**src/rtl/mem_port_arbiter.sv**
```systemverilog
// Shares one memory port between instruction fetch and data accesses.
// Data wins by default. A starvation counter forces a fetch grant after STARVE_LIMIT back-to-back data wins.
module mem_port_arbiter #(
  parameter int unsigned MEM_LATENCY  = 2,
  parameter int unsigned STARVE_LIMIT = 4
) (
  input  logic        clk,
  input  logic        rst_b,
  input  logic        halted,
  input  logic        if_req,
  input  logic [31:0] if_addr,
  output logic        if_ack,
  output logic [31:0] if_rdata,
  input  logic        d_req,
  input  logic        d_we,
  input  logic [31:0] d_addr,
  input  logic [31:0] d_wdata,
  output logic        d_ack,
  output logic [31:0] d_rdata,
  output logic [31:0] mem_addr,
  output logic [7:0]  mem_data_in  [0:3],
  input  logic [7:0]  mem_data_out [0:3],
  output logic        mem_write_en,
  output logic        busy
);

  typedef enum logic [1:0] {IDLE, BUSY, RESP} state_e;

  localparam logic [3:0] LAT_LOAD   = 4'(MEM_LATENCY - 1);
  localparam logic [3:0] STARVE_MAX = 4'(STARVE_LIMIT);

  state_e      state_q, state_d;
  logic [3:0]  lat_q, lat_d;
  logic [3:0]  starve_q, starve_d;
  logic        owner_data_q, owner_data_d;
  logic        we_q, we_d;
  logic [31:0] addr_q, addr_d;
  logic [31:0] wdata_q, wdata_d;
  logic [31:0] if_rdata_q, if_rdata_d;
  logic [31:0] d_rdata_q, d_rdata_d;
  logic        if_ack_q, if_ack_d;
  logic        d_ack_q, d_ack_d;
  logic        wen_q, wen_d;
  logic        busy_q, busy_d;
  logic        grant_data;
  logic [31:0] mem_word;

  assign mem_word = {mem_data_out[3], mem_data_out[2], mem_data_out[1], mem_data_out[0]};

  always_comb begin
    state_d      = state_q;
    lat_d        = lat_q;
    starve_d     = starve_q;
    owner_data_d = owner_data_q;
    we_d         = we_q;
    addr_d       = addr_q;
    wdata_d      = wdata_q;
    if_rdata_d   = if_rdata_q;
    d_rdata_d    = d_rdata_q;
    if_ack_d     = 1'b0;
    d_ack_d      = 1'b0;
    wen_d        = 1'b0;
    grant_data   = 1'b0;
    unique case (state_q)
      IDLE: begin
        if (!halted && (if_req || d_req)) begin
          grant_data   = d_req && !(if_req && (starve_q == STARVE_MAX));
          owner_data_d = grant_data;
          addr_d       = grant_data ? d_addr : if_addr;
          we_d         = grant_data && d_we;
          wen_d        = grant_data && d_we;
          if (grant_data) wdata_d = d_wdata;
          lat_d        = LAT_LOAD;
          state_d      = BUSY;
          // Only a data win over a waiting fetch counts toward starvation.
          if (grant_data && if_req)
            starve_d = (starve_q == STARVE_MAX) ? starve_q : starve_q + 4'd1;
          else
            starve_d = '0;
        end
      end
      BUSY: begin
        if (lat_q == '0) begin
          state_d = RESP;
          if (owner_data_q) begin
            d_ack_d = 1'b1;
            if (!we_q) d_rdata_d = mem_word;
          end else begin
            if_ack_d   = 1'b1;
            if_rdata_d = mem_word;
          end
        end else begin
          lat_d = lat_q - 4'd1;
        end
      end
      RESP:    state_d = IDLE;
      default: state_d = IDLE;
    endcase
    busy_d = (state_d != IDLE);
  end

  always_ff @(posedge clk or posedge rst_b) begin
    if (rst_b) begin
      state_q      <= IDLE;
      lat_q        <= '0;
      starve_q     <= '0;
      owner_data_q <= 1'b0;
      we_q         <= 1'b0;
      addr_q       <= '0;
      wdata_q      <= '0;
      if_rdata_q   <= '0;
      d_rdata_q    <= '0;
      if_ack_q     <= 1'b0;
      d_ack_q      <= 1'b0;
      wen_q        <= 1'b0;
      busy_q       <= 1'b0;
    end else begin
      state_q      <= state_d;
      lat_q        <= lat_d;
      starve_q     <= starve_d;
      owner_data_q <= owner_data_d;
      we_q         <= we_d;
      addr_q       <= addr_d;
      wdata_q      <= wdata_d;
      if_rdata_q   <= if_rdata_d;
      d_rdata_q    <= d_rdata_d;
      if_ack_q     <= if_ack_d;
      d_ack_q      <= d_ack_d;
      wen_q        <= wen_d;
      busy_q       <= busy_d;
    end
  end

  assign if_ack         = if_ack_q;
  assign d_ack          = d_ack_q;
  assign if_rdata       = if_rdata_q;
  assign d_rdata        = d_rdata_q;
  assign mem_addr       = addr_q;
  assign mem_write_en   = wen_q;
  assign busy           = busy_q;
  assign mem_data_in[0] = wdata_q[7:0];
  assign mem_data_in[1] = wdata_q[15:8];
  assign mem_data_in[2] = wdata_q[23:16];
  assign mem_data_in[3] = wdata_q[31:24];

endmodule

```
**config.mk**
```make
export PLATFORM = sky130hd
export DESIGN_NAME = mem_port_arbiter
export DESIGN_NICKNAME = d
export VERILOG_FILES = /design/src/rtl/mem_port_arbiter.sv
export SDC_FILE = /design/constraint.sdc
export NUM_CORES = 1
export LEC_CHECK = 0
export ABC_AREA = 1
export BUFFER_PORTS_ARGS = -buffer_cell sky130_fd_sc_hd__buf_2
export CORE_ASPECT_RATIO = 0.6
export CORE_MARGIN = 8
export CORE_UTILIZATION = 45
export CTS_BUF_LIST = sky130_fd_sc_hd__clkbuf_2
export CTS_CLUSTER_SIZE = 16
export DETAILED_ROUTE_END_ITERATION = 10
export GPL_ROUTABILITY_DRIVEN = 0
export PLACE_DENSITY = 0.88
export SYNTH_ARGS = -nofsm -noshare
export SYNTH_HDL_FRONTEND = slang
export SYNTH_SLANG_ARGS = --single-unit
```
**constraint.sdc**
```tcl
create_clock -name clk -period 5.89 [get_ports clk]
set_input_delay 0.2945 -clock clk [delete_from_list [all_inputs] [get_ports clk]]
set_output_delay 0.2945 -clock clk [all_outputs]
set_load 0.03 [all_outputs]
```
# [Word-level counts from Yosys, hierarchy flattened]
# Index checks and enable logic that the tools add are counted.
[word_totals] input_bits=134 register_bits=144
[classes] addsub=2 n_eq_ne=5 reduce_logical=18 mux=17 bitwise=2
[op_table] operator="$mux 32" count=1
[op_table] operator="$mux 4" count=4
[op_table] operator="$reduce_and 3->1" count=4
[op_table] operator="$mux 1" count=8
[op_table] operator="$pmux 4 s2" count=1
[op_table] operator="$ne 2x2->1 const B" count=3
[op_table] operator="$logic_and 1x1->1" count=5
[op_table] operator="$add 4x1->4 const B" count=1
[op_table] operator="$eq 4x3->1 const B" count=1
[op_table] operator="$logic_not 4->1" count=1
[op_table] operator="$mux 2" count=2
[op_table] operator="$pmux 2 s2" count=1
[op_table] operator="$reduce_and 4->1" count=1
[op_table] operator="$reduce_bool 2->1" count=2
[op_table] operator="$sub 4x1->4 const B" count=1
[op_table] operator="$eq 2x1->1 const B" count=1
[op_table] operator="$logic_not 1->1" count=2
[op_table] operator="$logic_not 2->1" count=1
[op_table] operator="$not 1->1" count=2
[op_table] operator="$reduce_and 2->1" count=1
[op_table] operator="$logic_or 1x1->1" count=1

# [Depth between registers and ports, before layout]
# Gate-level depths: netlist of the first run.
[logic_depth] word_depth=7 ltp_mapped=10

# [Worst setup path before layout of the first run]
# OpenSTA, ideal clock, no wires.
[synth_path] kind="register -> register" from="register starve_q[0]" to="register addr_q[0] (netlist: mem_addr[0])" period_less_slack_ns=1.440 t_arrival_ns=1.323 required_time_ns=5.772 path_slack_ns=4.450 setup_ns=0.118 path_buffers=1 stages_incl_launch_ff=11 cell_sequence="dfrtp_1 -> inv_1 -> ha_1 -> inv_1 -> nor2_1 -> nand2_2 -> nand2_2 -> buf_2 -> nand2_1 -> nand3_1 -> nand2_1"
[synth_between] elab_chain_cells=5
[synth_rtl] item="from (decl)" line_no="34" text="logic [3:0] starve_q, starve_d;"
[synth_rtl] item="from (signal assigned)" line_no="120" text="starve_q <= starve_d;"
[synth_rtl] item="$eq 4x3->1" line_no="67" text="grant_data = d_req && !(if_req && (starve_q == STARVE_MAX));"
[synth_rtl] item="$logic_and 1x1->1" line_no="67"
[synth_rtl] item="$logic_not 1->1" line_no="67"
[synth_rtl] item="$logic_and 1x1->1" line_no="67"
[synth_rtl] item="$mux 32" line_no="69" text="addr_d = grant_data ? d_addr : if_addr;"
[synth_rtl] item="to (signal assigned)" line_no="123" text="addr_q <= addr_d;"
[synth_rtl] item="to (decl)" line_no="37" text="logic [31:0] addr_q, addr_d;"
# No other way between the ends.
# A chain may end at the register's enable or synchronous reset.

# [Worst setup path after layout of the first run]
[layout_path] from="register starve_q[0]" to="register wdata_q[12]"
[layout_between] elab_chain_cells=5
[layout_rtl] item="$eq 4x3->1" line_no="67"
[layout_rtl] item="$logic_and 1x1->1" line_no="67"
[layout_rtl] item="$logic_not 1->1" line_no="67"
[layout_rtl] item="$logic_and 1x1->1" line_no="67"
[layout_rtl] item="$reduce_and 3->1 (no source line)"
[layout_rtl] item="to (signal assigned)" line_no="124" text="wdata_q <= wdata_d;"
[layout_rtl] item="to (decl)" line_no="38" text="logic [31:0] wdata_q, wdata_d;"
# No other way between the ends.

==> reports/metrics.yaml, run 1 <==
cp_cell_sequence: "inv_1, ha_1, inv_1, nor2_1, nand2_2, nand2_2, nor2_4, nand2_1, nand2_1"
cpLargestDelayFamily: "simple AND/OR/NAND/NOR gates"
rsz0062_at_grt: "no"
postCtsSetupBuffers: 0
layout_commonest_cell: "nand2_1"
power.density_nw_per_um2: 511.8
cts_resized: 0
r2r-end: "wdata_q[12]"
port_buffers: 265
cts_root_buf: "clkbuf_2"
critPathKind: "flop to flop"
ys_seq_area_frac: 0.5745
worstSkewPairLatency_ns: 0.65
remaining_drc_errors: 0
row_count: 33
finalHoldViolations: 0
ys_seq_elements: 144
overflow: 0
grt_usage: 0.2336
drt_iter0_markers: 576
syn_area_per_cell_um2: 8.453
grt_pass1_wl_um: 33970
crit_cells: 9
final_cell_mix: "278 x nand2_1, 265 x buf_2, 144 x dfrtp_1"
critPathMaxFanout: 34
min_delay_path_depth: 5
syn_area_um2: 6272
fp.coreArea_um2: 13630
grt_max_degree: 88
required_ns: 6.48
maxCapViolCount: 0
grt_pass1_vias: 6787
drt_first_pass_iters: 4
rr_worst_depth: 9
drv_slew: 0
wl_met2_um: 10360
die_w_um: 168.4
finalCritPeriodShare: 0.5400
slowest_stage: "nor2_4"
relSlewSlack: 0.2730
synth_cell_types: 20
cts_buffers: 17
place_ws_ns: 2.926
fin_crit_ns: 3.181
postSynthCellCount: 742
cp_num_buf_inv: 2
fmax_mhz: 314.4
cpPeakStageDelay_ns: 0.84
area_growth_pct: 46.38
dr_total_vias: 6428
die_area_um2: 18100
reg2reg_setup_slack_ns: 2.71
worstSetupEndpointType: "flop"
clk_pin_slew_ns: 0.22
drt-met1-wl_um: 8371
tightest_slew_ns: 1.087
fin_nets: 1263
initial_core_util: 0.4603
vdd_drop_max_mv: 0.3361
worst_slack_ns: 2.709
cts_tree: "built"
antenna_found_initial: 2
min_from: "halted"
drive_gt1_frac: 0.2926
final.setup.tns_ns: 0
ant_nets: 0
cp.arrival_ns: 3.77
io_pins: 266
dpl.hpwl_um: 12950
routed.top_layer: "met4"
clockBufferDepth: 2
clock_skew_ns: 0.02654
critPathLaunchType: "flop"
nFillCells: 1017
synth-warning-count: 0
post-route-util: 0.6738
final-setup-viol-count: 0
clock_sinks: 144
wl_per_cell_um: 16.15
viasPerCell: 4.888
die_h_um: 107.5
r2r-start: "starve_q[0]"
startpoint: "starve_q[0]"
leakagePower_uw: 0.005271
wl_met3_um: 1763
wl_um: 21230
cts_htree_levels: 4
min_path_type: "input port to flop"
crit_end: "wdata_q[12]"
status: "completed"
synth_nets: 880
## area by class of cell
class / instances / area [um2] / area share
sequential: 144 / 3603 / 0.3925
timing repair buffer: 400 / 2668 / 0.2905
multi-input combinational: 450 / 2026 / 0.2206
inverter: 112 / 425.4 / 0.04633
tap: 175 / 219.0 / 0.02385
clock inverter: 15 / 150.1 / 0.01635
clock buffer: 17 / 85.08 / 0.009267
antenna: 2 / 5.005 / 0.0005451
## logic make-up (layout without fill, tap and decap cells)
family,count (synthesis),count (layout),share of synthesized area
xor gates and xnor gates,2,2,0.002793
DFF,144,144,0.5745
buffers and inverters,148,544,0.1029
adders and majority gates,4,4,0.007980
and+or+nand+nor,378,378,0.2472
AOI/OAI and AO/OA,66,66,0.06463
other,0,2,0
## synthesized netlist by cell type
| master | count | share of area |
|---|---|---|
| nor3_1 | 1 | 0.00080 |
| nand2_2 | 4 | 0.0040 |
| nand3_1 | 74 | 0.059 |
| buf_4 | 7 | 0.0084 |
| nor2_2 | 2 | 0.0020 |
| inv_1 | 109 | 0.065 |
| buf_6 | 6 | 0.011 |
| buf_2 | 15 | 0.012 |
| inv_2 | 3 | 0.0018 |
| dfrtp_1 | 144 | 0.57 |
| o21ai_2 | 20 | 0.028 |
| o21ai_1 | 31 | 0.025 |
| clkbuf_1 | 8 | 0.0048 |
| ha_1 | 4 | 0.0080 |
| nand4_1 | 3 | 0.0030 |
| nor2_4 | 2 | 0.0036 |
| o21ai_0 | 15 | 0.012 |
| xor2_1 | 2 | 0.0028 |
| nor2_1 | 13 | 0.0078 |
| nand2_1 | 279 | 0.17 |
## per-stage QoR
stage | cells | instance area (um2) | total power [uW] | hold slack (ns)
after detailed placement | 1150 | 7630 | 4001 | 0.4538
after floorplan | 742 | 6272 | 3273 | 0.4113
final | 1315 | 9181 | 4699 | 0.2489
after global routing | 1315 | 9181 | 4987 | 0.1461
after CTS | 1313 | 9176 | 4665 | 0.1397
after global placement | 1150 | 7630 | 3923 | 0.4513
## worst min-delay path by stage
stage               slack (ns)      endpoint
global route              0.15  mem_addr[26]
finish                    0.25  mem_addr[20]
global placement          0.45   wdata_q[19]
floorplan                 0.41    wdata_q[0]
detailed placement        0.45   wdata_q[17]
CTS                       0.14  mem_addr[27]
## layer usage
layer / vias to the layer above / global-route usage
li1: 3031 / -
met1: 2989 / 0.2734
met2: 341 / 0.3903
met3: 67 / 0.07213
met4: 0 / 0.1135
met5: - / 0
## where the power goes
group | switching [uW] | internal, uW
clock network | 393 | 167
logic | 1700 | 707
registers | 281 | 1450
total | 2380 | 2320
## flip-flops by register name, summed over array words and instances, names as in the netlist, 2 cells and up
register and flops:
d_rdata 32, if_rdata 32, lat_q 4, mem_addr 32
starve_q 4, state_q 2, wdata_q 32
## timing repair
action                                 in CTS  in global routing
hold buffers                              131                  0
setup endpoints to repair                   0                  0
endpoints found under the hold margin     220                  0
## worst min-delay path: stages
cell and delay [ns]:
buf_2 0.10, nor2_2 0.05, nand2_2 0.29, nand2_1 0.09, nand2_1 0.05
Power figures use the tool's default switching activity.
==> run 2, diff against run 1 <==
- clock period: 5.89 -> 3.15 ns (I/O delays scaled with it)
==> run 2 against run 1 <==
Clock power rose by 95%. First-iteration DRC count down 24%. Worst hold slack got worse by 0.044 ns. Largest cell class unchanged. Count of clock-buffer cells in the layout did not move.
==> reports/metrics.yaml, run 2 (synthesis results as in run 1) <==
status: "completed"
io_pins: 266  # unchanged
place_ws_ns: 0.9954  # -1.931 ns
row_count: 33  # unchanged
layout_commonest_cell: "nand2_1"
fin_crit_ns: 2.535  # -0.6456 ns
critPathLaunchType: "flop"
grt_usage: 0.2243  # -0.009304
power.density_nw_per_um2: 947.2  # +85%
post_dp_cell_area_um2: 7699  # +0.90%
wl_um: 20700  # -2.5%
min_delay_path_depth: 6  # +1
wl_per_cell_um: 15.61  # -3.3%
clockBufferDepth: 2  # unchanged
maxCapViolCount: 0  # unchanged
required_ns: 3.76  # -2.72 ns
fin_nets: 1275  # +0.95%
finalHoldViolations: 0  # unchanged
rr_worst_depth: 11  # +2
cp.arrival_ns: 3.14  # -0.63 ns
final-setup-viol-count: 0  # unchanged
post-route-util: 0.6837  # +0.009918
tightest_slew_ns: 1.068  # -0.01858 ns
cts_buffers: 17  # unchanged
fmax_mhz: 394.5  # +25%
clock_skew_ns: 0.04977  # +0.02323 ns
postCtsSetupBuffers: 0  # unchanged
die_area_um2: 18100  # unchanged
worst_slack_ns: 0.6149  # -2.094 ns
drive_gt1_frac: 0.2950  # +0.002421
cts_htree_levels: 4  # unchanged
antenna_found_initial: 1  # -1
dpl.hpwl_um: 12820  # -1.0%
grt_pass1_vias: 6663  # -1.8%
die_w_um: 168.4  # unchanged
worstSkewPairLatency_ns: 0.65  # about the same
overflow: 0  # unchanged
fp.coreArea_um2: 13630  # unchanged
relSlewSlack: 0.2854  # +0.01243
dr_total_vias: 6453  # +0.39%
drv_slew: 0  # unchanged
cts_tree: "built"
rsz0062_at_grt: "no"
min_path_type: "input port to flop"
cts_resized: 0  # unchanged
critPathMaxFanout: 24  # -29%
cts_root_buf: "clkbuf_2"
worstSetupEndpointType: "flop"
critPathKind: "flop to flop"
ant_nets: 0  # unchanged
final.setup.tns_ns: 0  # unchanged
initial_core_util: 0.4603  # unchanged
area_growth_pct: 48.53
final_cell_mix: "278 x nand2_1, 265 x buf_2, 144 x dfrtp_1"
clock_sinks: 144  # unchanged
grt_pass1_wl_um: 32740  # -3.6%
viasPerCell: 4.867  # -0.44%
fin_total_pwr_uw: 8824  # +88%
clk_pin_slew_ns: 0.22  # about the same
port_buffers: 265  # unchanged
drt_iter0_markers: 437  # -24%
postLayoutCellArea_um2: 9316  # +1.5%
drt_first_pass_iters: 8  # +4
grt_max_degree: 81  # -8.0%
finalCritPeriodShare: 0.8048  # +0.2648
leakagePower_uw: 0.005335  # +1.2%
remaining_drc_errors: 0  # unchanged
die_h_um: 107.5  # unchanged
vdd_drop_max_mv: 0.5030  # +50%
run 2: routing by layer:
layer / vias up / wire length [um] / GRT usage
li1: 3047 / - / -
met1: 2982 / 8074 / 0.2491
met2: 337 / 9939 / 0.3825
met3: 87 / 1622 / 0.07140
met4: 0 / 1060 / 0.1256
met5: - / 0 / 0
run 2: area by class of cell:
| type | count | area [um2] |
|---|---|---|
| inverters | 112 | 424.2 |
| well taps | 175 | 219.0 |
| multi-input cells | 450 | 2026 |
| diodes | 2 | 5.005 |
| clock buffers | 17 | 85.08 |
| clock inverters | 14 | 156.4 |
| fillers | 1041 | 4309 |
| repair buffers | 412 | 2798 |
| flip-flops and latches | 144 | 3603 |
run 2: final timing paths:
kind,start,to,slack (ns)
max,starve_q[0],wdata_q[21],0.61
min,d_req,starve_q[2],0.20
max reg2reg,starve_q[0],wdata_q[21],0.61
min reg2reg,wdata_q[2],wdata_q[2],0.50
max in group asynchronous,rst_b,if_rdata[11],1.74
min in group asynchronous,rst_b,busy,0.64
run 2: worst max-delay path, cell delays in order, from the launching register on:
cell and delay [ns]:
dfrtp_1 0.48, inv_1 0.10, ha_1 0.22, inv_1 0.05
nor2_1 0.04, nand2_2 0.08, nand2_2 0.07, nor2_4 0.53
buf_4 0.26, nand2_1 0.05, nand2_1 0.06, dlygate4sd3_1 0.55
run 2: report_power, final:
part	leakage, uW	internal (uW)	switching, uW
clock	0.000140	373	713
combinational	0.00342	1370	3150
sequential	0.00177	2710	517
run 2: metrics by stage:
step	hold WS (ns)	instances
floorplan	0.2743	742
global placement	0.1981	1156
detailed placement	0.2025	1156
CTS	0.08932	1324
global route	0.1383	1325
finish	0.2046	1326
run 2: timing repair:
action / CTS / global route
setup endpoints to repair: 0 / 0
endpoints found under the hold margin: 279 / 0
hold buffers: 137 / 0
==> run 3, diff against run 2 <==
- PLACE_DENSITY: 0.88 -> 0.91
- clock period: 3.15 -> 2.05 ns (I/O delays scaled with it)
==> run 3 against run 2 <==
Sequential power increased by 54%. Combinational power increased by 55%. Clock power increased by 64%. Worst hold slack got worse by 0.0063 ns. Non-clock buffer count increased by 10. Core utilization increased by 1.1 points. Flip-flop and latch count unchanged. Die area unchanged. Critical path depth decreased by 5.
==> reports/metrics.yaml, run 3 (synthesis results as in run 1) <==
post-route-util: 0.6950  # +0.01129
reg2reg_setup_slack_ns: 0.10  # -0.51 ns
die_h_um: 107.5  # unchanged
fmax_mhz: 513.1  # +30%
required_ns: 2.65  # -1.11 ns
final_cell_mix: "277 x nand2_1, 265 x buf_2, 144 x dfrtp_1"
final-setup-viol-count: 0  # unchanged
use_met3: 0.08642  # +0.01501
gr-max-usage-layer: "met2"
cts_htree_levels: 4  # unchanged
critPathLaunchType: "flop"
drt_first_pass_iters: 6  # -2
cpPeakStageDelay_ns: 0.57  # +0.02 ns
min_from: "d_wdata[1]"
rr_worst_depth: 6  # -5
wl_um: 22830  # +10%
r2r-end: "wdata_q[24]"
antenna_found_initial: 1  # unchanged
whs_endpoint: "wdata_q[1]"
min_path_type: "input port to flop"
layout_commonest_cell: "nand2_1"
fp.coreArea_um2: 13630  # unchanged
remaining_drc_errors: 0  # unchanged
critPathMaxFanout: 17  # -29%
grt_pass1_vias: 7011  # +5.2%
cts_root_buf: "clkbuf_2"
io_pins: 266  # unchanged
die_w_um: 168.4  # unchanged
power.density_nw_per_um2: 1450  # +53%
initial_core_util: 0.4603  # unchanged
dr_total_vias: 6669  # +3.3%
status: "completed"
startpoint: "state_q[1]"
viasPerCell: 4.996  # +2.7%
use_met1: 0.2810  # +0.03190
dpl.hpwl_um: 13360  # +4.2%
port_buffers: 265  # unchanged
min_delay_path_depth: 4  # -2
worstSetupEndpointType: "flop"
wl_per_cell_um: 17.10  # +9.6%
grt_pass1_wl_um: 35890  # +9.6%
drive_gt1_frac: 0.2985  # +0.003494
relSlewSlack: 0.6043  # +0.3189
leakagePower_uw: 0.005476  # +2.6%
grt_usage: 0.2495  # +0.02516
r2r-start: "state_q[1]"
clockBufferDepth: 2  # unchanged
tightest_slew_ns: 0.5935  # -0.4746 ns
drt_iter0_markers: 643  # +47%
clock_sinks: 144  # unchanged
ant_nets: 0  # unchanged
cp.arrival_ns: 2.55  # -0.59 ns
finalCritPeriodShare: 0.9506  # +0.1458
vdd_drop_max_mv: 0.9510  # +89%
finalHoldViolations: 0  # unchanged
clock_skew_ns: 0.02682  # -0.02296 ns
cts_buffers: 17  # unchanged
area_growth_pct: 50.99
worstSkewPairLatency_ns: 0.65  # about the same
critPathKind: "flop to flop"
overflow: 0  # unchanged
fin_nets: 1285  # +0.78%
fin_crit_ns: 1.949  # -0.5864 ns
fin_total_pwr_uw: 13730  # +56%
maxCapViolCount: 0  # unchanged
cts_tree: "built"
grt_util_met2: 0.4267  # +0.04417
crit_top_cell: "nand2_1"
grt_max_degree: 66  # -19%
die_area_um2: 18100  # unchanged
row_count: 33  # unchanged
drv_slew: 0  # unchanged
cp_cell_sequence: "nor2_1, nand2_4, nor2_4, nand2_1, dlygate4sd3_1, nand2_1"
clk_pin_slew_ns: 0.23  # about the same
slowest_stage: "dlygate4sd3_1"
==> run 3: changes by cell type in the layout (fill, tap and decap cells not counted), moves of 2 or more <==
cell / before / now
clkinvlp_4: 4 / 2
clkinv_4: 2 / 5
clkinv_2: 2 / 0
dlygate4sd3_1: 137 / 139
buf_12: 2 / 5
buf_4: 8 / 12
==> run 3: worst max path at each step <==
stage | end | slack (ns) | cells after the start
2_1_floorplan | busy | 0.14 | 1
3_3_place_gp | wdata_q[5] | 0.39 | 6
3_5_place_dp | d_rdata[25] | 0.30 | 7
4_1_cts | wdata_q[24] | 0.03 | 6
5_1_grt | wdata_q[26] | -0.01 | 10
6_report | wdata_q[24] | 0.10 | 6
==> run 3: layout make-up <==
cell class / instances / area, um2
clock buffer: 17 / 85.08
tap: 175 / 219.0
fill: 1001 / 4155
antenna: 1 / 2.502
clock inverter: 14 / 182.7
multi-input combinational: 450 / 2033
inverter: 112 / 424.2
timing repair buffer: 422 / 2920
sequential: 144 / 3603
==> run 3: per-layer routing <==
layer | share of wire | vias up
li1 | - | 3074
met1 | 0.38 | 3098
met2 | 0.49 | 401
met3 | 0.094 | 96
met4 | 0.039 | 0
met5 | 0 | -
==> run 3: critical path: cells and delay by family (launching register included) <==
| family | cells | cell delay [ns] |
|---|---|---|
| buf+inv | 1 | 0.57 |
| simple gates | 5 | 0.89 |
| flops | 1 | 0.44 |
==> run 3: repair_timing <==
| item | in CTS | in global routing |
|---|---|---|
| buffers inserted | 0 | 4 |
| endpoints found under the setup margin | 0 | 6 |
| hold endpoints to repair | 280 | 0 |
| resized for setup | 0 | 3 |
| hold buffers | 141 | 0 |
==> run 3: power breakdown <==
group          total [uW]  switching (uW)  leakage (uW)  internal [uW]
sequential           4960             802       0.00177           4160
combinational        6980            4930       0.00355           2040
clock                1790            1090      0.000155            700
total               13700            6820       0.00548           6910
==> run 3: metrics by stage <==
stage                     cell area [um2]  setup slack [ns]  cells  hold slack [ns]  TNS [ns]
after global routing                 9470          -0.01234   1335          0.08672  -0.02483
after floorplan                      6276            0.1425    742           0.2193         0
after CTS                            9438           0.03229   1331          0.08096         0
after global placement               7759            0.3882   1159           0.1764         0
final                                9470            0.1012   1335           0.1983         0
after detailed placement             7759            0.2986   1159           0.1851         0
